===== src/rtl/alu_bist_ctrl.sv =====
// BIST sequencer for the 1-bit ALU slice: sweeps {A,B}, compares five outputs, counts mismatches.
// Optional failure capture port pair enabled by `define ALU_BIST_FAIL_LOG_EN.
module alu_bist_ctrl #(
   parameter int unsigned LATENCY = 1,
   parameter int unsigned ROUNDS  = 4,
   parameter int unsigned ERR_W   = 8
) (
   input  logic             clk,
   input  logic             reset,
   input  logic             start,
   input  logic             abort,
   output logic             alu_a,
   output logic             alu_b,
   output logic             alu_x,
   input  logic [4:0]       alu_result,
   output logic             busy,
   output logic             done,
   output logic             pass,
`ifdef ALU_BIST_FAIL_LOG_EN
   output logic             fail_valid,
   output logic [7:0]       fail_vec,
`endif
   output logic [ERR_W-1:0] err_count
);

   typedef enum logic [1:0] {S_IDLE, S_APPLY, S_CHECK, S_DONE} state_t;

   state_t           r_state;
   logic [1:0]       r_idx;
   logic [3:0]       r_lat;
   logic [7:0]       r_round;
   logic [ERR_W-1:0] r_err;
   logic             r_a;
   logic             r_b;
   logic             r_busy;
   logic             r_done;
   logic             r_pass;
`ifdef ALU_BIST_FAIL_LOG_EN
   logic             r_fail_valid;
   logic [7:0]       r_fail_vec;
`endif

   logic [4:0]       w_golden;
   logic             w_mismatch;
   logic [ERR_W-1:0] w_err_next;
   logic [1:0]       w_idx_next;
   logic             w_last_vec;
   logic             w_last_round;
   logic             w_lat_end;

   always_comb begin
      w_golden     = {r_a | r_b, ~(r_a ^ r_b), r_a ^ r_b, r_a & r_b, ~r_a & r_b};
      w_mismatch   = (alu_result != w_golden);
      w_err_next   = r_err;
      if (w_mismatch && (r_err != '1))
         w_err_next = r_err + ERR_W'(1);
      w_idx_next   = r_idx + 2'd1;
      w_last_vec   = (r_idx == 2'd3);
      w_last_round = (r_round == 8'(ROUNDS - 1));
      w_lat_end    = (r_lat == 4'(LATENCY - 1));
   end

   always_ff @(posedge clk or negedge reset) begin
      if (!reset) begin
         r_state      <= S_IDLE;
         r_idx        <= '0;
         r_lat        <= '0;
         r_round      <= '0;
         r_err        <= '0;
         r_a          <= 1'b0;
         r_b          <= 1'b0;
         r_busy       <= 1'b0;
         r_done       <= 1'b0;
         r_pass       <= 1'b0;
`ifdef ALU_BIST_FAIL_LOG_EN
         r_fail_valid <= 1'b0;
         r_fail_vec   <= '0;
`endif
      end else begin
         r_done <= 1'b0;
         case (r_state)
            S_IDLE: begin
               if (start && !abort) begin
                  r_state      <= S_APPLY;
                  r_idx        <= '0;
                  r_lat        <= '0;
                  r_round      <= '0;
                  r_err        <= '0;
                  r_pass       <= 1'b0;
                  r_busy       <= 1'b1;
                  r_a          <= 1'b0;
                  r_b          <= 1'b0;
`ifdef ALU_BIST_FAIL_LOG_EN
                  r_fail_valid <= 1'b0;
                  r_fail_vec   <= '0;
`endif
               end
            end
            S_APPLY: begin
               if (abort) begin
                  r_state <= S_IDLE;
                  r_busy  <= 1'b0;
                  r_pass  <= 1'b0;
                  r_lat   <= '0;
               end else if (w_lat_end) begin
                  r_state <= S_CHECK;
                  r_lat   <= '0;
               end else begin
                  r_lat <= r_lat + 4'd1;
               end
            end
            S_CHECK: begin
               if (abort) begin
                  r_state <= S_IDLE;
                  r_busy  <= 1'b0;
                  r_pass  <= 1'b0;
               end else begin
                  r_err <= w_err_next;
`ifdef ALU_BIST_FAIL_LOG_EN
                  if (w_mismatch && !r_fail_valid) begin
                     r_fail_valid <= 1'b1;
                     r_fail_vec   <= {r_a, r_b, 1'b0, alu_result};
                  end
`endif
                  // pass uses the post-update count so a final-vector miss still fails the run
                  if (w_last_vec && w_last_round) begin
                     r_state <= S_DONE;
                     r_busy  <= 1'b0;
                     r_done  <= 1'b1;
                     r_pass  <= (w_err_next == '0);
                  end else begin
                     r_state <= S_APPLY;
                     r_idx   <= w_idx_next;
                     r_a     <= w_idx_next[1];
                     r_b     <= w_idx_next[0];
                     if (w_last_vec)
                        r_round <= r_round + 8'd1;
                  end
               end
            end
            S_DONE:  r_state <= S_IDLE;
            default: r_state <= S_IDLE;
         endcase
      end
   end

   assign alu_a      = r_a;
   assign alu_b      = r_b;
   assign alu_x      = 1'b0;
   assign busy       = r_busy;
   assign done       = r_done;
   assign pass       = r_pass;
   assign err_count  = r_err;
`ifdef ALU_BIST_FAIL_LOG_EN
   assign fail_valid = r_fail_valid;
   assign fail_vec   = r_fail_vec;
`endif

endmodule


===== config.mk =====
export PLATFORM = sky130hd
export DESIGN_NAME = alu_bist_ctrl
export DESIGN_NICKNAME = d
export VERILOG_FILES = /design/src/rtl/alu_bist_ctrl.sv
export SDC_FILE = /design/constraint.sdc
export NUM_CORES = 1
export LEC_CHECK = 0
export ABC_AREA = 1
export CAP_MARGIN = 25
export CORE_MARGIN = 4
export CORE_UTILIZATION = 30
export DETAILED_ROUTE_END_ITERATION = 10
export HOLD_SLACK_MARGIN = 0.12
export PLACE_DENSITY = 0.55
export SLEW_MARGIN = 15
export SYNTH_ARGS = -nofsm -noshare
export SYNTH_HDL_FRONTEND = slang
export SYNTH_SLANG_ARGS = --single-unit

===== constraint.sdc =====
create_clock -name clk -period 4.15 [get_ports clk]
set_input_delay 0.83 -clock clk [delete_from_list [all_inputs] [get_ports clk]]
set_output_delay 0.83 -clock clk [all_outputs]
set_load 0.01 [all_outputs]

==> flow_metrics.env <==
export IMPL_outcome="finished clean"
export IMPL_crit_path_end_kind="register"
export IMPL_startpoint="alu_result[4]"
export IMPL_fmax_mhz=415
export IMPL_clock_latency_ps=270
export IMPL_rsz0062_at_grt="no"
export IMPL_grt_max_degree=28
export IMPL_cp_top_family="simple AND/OR/NAND/NOR gates"
export IMPL_path_cells="clkdlybuf4s50_1 > inv_1 > nand2_1 > nand2_1 > nor2_1 > nand3_1 > nand2_1 > nand2_1 > o21ai_0 > nand2_1 > nor2_1 > nand2_1 > nand2_1"
export IMPL_drcViolationCount=0
export IMPL_period_share=0.581
export IMPL_yosysSeqAreaShare=0.382
export IMPL_place_gp_congestion=0.811
export IMPL_worst_slack_ps=1740
export IMPL_vdd_drop_max_mv=0.201
export IMPL_crit_top_cell="nand2_1"
export IMPL_cts_tree="built"
export IMPL_num_vias=1540
export IMPL_fillers=592
export IMPL_antenna_found_initial=0
export IMPL_die_x_um=84.8
export IMPL_cts_sinks=27
export IMPL_numCtsBuffers=3
export IMPL_rr_endpoint="r_round[3]$_DFFE_PN0P_"
export IMPL_cts_setup_buffers=0
export IMPL_syn_area_um2=1770
export IMPL_ff2ff_path_depth=11
export IMPL_ioPinCount=23
export IMPL_antenna_cells=0
export IMPL_io_buffers=21
export IMPL_r2r_slack_ps=1920
export IMPL_cts_hold_buf=0
export IMPL_ys_async_sr_fraction=1.00
export IMPL_synthTopCellsByArea="dfrtp_1 38%, nand2_1 14%, ha_1 8.5%"
export IMPL_syn_num_nets=259
export IMPL_dp_slack_ps=1480
export IMPL_die_area_um2=7190
export IMPL_power_leakage_nw=0.981
export IMPL_ff_latch_area_um2=676
export IMPL_critical_path_class="primary input to register"
export IMPL_min_path_type="register to register"
export IMPL_synth_top_cell_area_share=0.382
export IMPL_wl_um=3670
export IMPL_drv_slew=0
export IMPL_globalRouteOverflowTotal=0
export IMPL_cap_viol_max_count=0
export IMPL_ctsResizeCount=0
export IMPL_path_depth=13
export IMPL_wire_per_inst_um=11.0
export IMPL_synthCells=238
export IMPL_hpwl_um=2830
export IMPL_worst_endpoint_required_ps=4360
export IMPL_p_per_area_nw_per_um2=437
export IMPL_finalSetupTns_ps=0
export IMPL_start_kind="primary input"
export IMPL_synthDistinctLibCells=31
export IMPL_cts_buffer_depth=2
export IMPL_htree_levels=1
export IMPL_area_delta_synth_final_pct=18.7
export IMPL_grt_pass1_wl_um=6380
export IMPL_hold_worst_slack_ps=500
export IMPL_grt_pass1_vias=1463
export IMPL_synth_seq_cells=27
export IMPL_synthTopCellsByCount="66 x nand2_1, 34 x inv_1, 27 x dfrtp_1, 22 x nand3_1, 15 x nor2_1"
export IMPL_row_count=27
export IMPL_crit_end="pass$_DFFE_PN0P_"
export IMPL_die_h_um=84.8
export IMPL_multi_input_area_um2=930
export IMPL_crit_arrival_ps=2620
export IMPL_clk_pin_slew_ps=90
export IMPL_setup_viol=0
export IMPL_ant_nets=0
export IMPL_drive_gt1_frac=0.0575
export IMPL_max_stage_delay_ps=490
export IMPL_layout_nets=283
export IMPL_drt_iter0_markers=52
export IMPL_ys_warn_count=0
export IMPL_start_util=0.315
export IMPL_crit_buf_inv=2
export IMPL_synth_edf_count=0
export IMPL_avgViaCountPerCell=4.62
export IMPL_finalClockSkew_ps=9.65
export IMPL_yosysTopAreaCell="dfrtp_1"
export IMPL_synth_most_common_cell="nand2_1"
export IMPL_syn_avg_cell_area_um2=7.43
export IMPL_period_needed_ps=2410
export IMPL_track_usage=0.107
export IMPL_rr_startpoint="r_state[0]$_DFFE_PN0P_"
export IMPL_cpMaxStageDelayCell="clkdlybuf4s50_1"
export IMPL_cts_root_buf="clkbuf_8"
export IMPL_finalHoldViolations=0
export IMPL_core_um2=5610
export IMPL_cp_max_fo=12
export IMPL_drt_first_pass_iters=4
export IMPL_synthFlopType="dfrtp_1"
-- kinds of logic after synthesis --
group | Yosys count | synth area share
buffers and inverters | 40 | 0.0926
DFF | 27 | 0.382
other | 1 | 0.00212
xor gates and xnor gates | 5 | 0.0248
and+or+nand+nor | 118 | 0.289
adders and majority gates | 12 | 0.0849
AOI/OAI and AO/OA | 35 | 0.125
-- power breakdown --
| part | leakage, nW | internal (mW) | switching (mW) |
|---|---|---|---|
| logic | 0.584 | 0.158 | 0.290 |
| clock network | 0.0255 | 0.0673 | 0.0819 |
| registers | 0.372 | 0.294 | 0.0276 |
-- layer usage --
metal | vias up | GRT usage | part of all wire
li1 | 816 | - | -
met1 | 693 | 0.144 | 0.51
met2 | 29 | 0.169 | 0.43
met3 | 2 | 0.0177 | 0.047
met4 | 0 | 0.0432 | 0.011
met5 | - | 0 | 0
-- per-stage QoR --
step                power, mW  instances  cell area [um^2]   util
finish                  0.919        333              2100  0.375
global placement        0.773        329              2050  0.366
detailed placement      0.773        329              2050  0.366
global route            0.999        333              2100  0.375
CTS                     0.930        333              2100  0.375
floorplan               0.667        238              1770      -
-- worst min path at each step --
| stage | end | depth (start not counted) | from |
|---|---|---|---|
| after detailed placement | pass$_DFFE_PN0P_ | 2 | pass$_DFFE_PN0P_ |
| final | pass$_DFFE_PN0P_ | 2 | pass$_DFFE_PN0P_ |
| after CTS | pass$_DFFE_PN0P_ | 2 | pass$_DFFE_PN0P_ |
| after global placement | pass$_DFFE_PN0P_ | 2 | pass$_DFFE_PN0P_ |
| after global routing | pass$_DFFE_PN0P_ | 2 | pass$_DFFE_PN0P_ |
| after floorplan | r_state[1]$_DFFE_PN0P_ | 2 | r_state[1]$_DFFE_PN0P_ |
-- layout make-up --
type,instances,share of cell area
multi-input cells,171,0.443
flip-flops and latches,27,0.322
repair buffers,22,0.104
inverters,37,0.0673
well taps,72,0.0429
clock buffers,3,0.0197
clock inverters,1,0.00238
-- cells in the final DEF (no fill, tap or decap), drive strengths merged --
cell           instances
o21ai                 14
xnor2                  1
nor3                   7
a211oi                 1
a21o                   1
a21boi                 1
inv                   37
clkbuf                 3
nand3                 22
ha                    12
nand2                 68
buf                    1
nor2                  17
o22ai                  8
nand4                  3
conb                   1
a21oi                  7
clkdlybuf4s50         21
xor2                   4
nand3b                 1
clkinv                 1
o31ai                  2
dfrtp                 27
a22oi                  1
-- flip-flops by register name, summed over array words and instances, names as in the netlist --
signal,cells
r_round,8
pass,1
r_idx,1
r_lat,4
busy,1
alu_b,1
r_state,2
err_count,8
done,1
-- tightest hold or removal path, delay by kind of cell, from the launching register on --
kind / cells / cell delay, ps
DFF: 1 / 360
and+or+nand+nor: 2 / 110
Power figures use the tool's default switching activity.
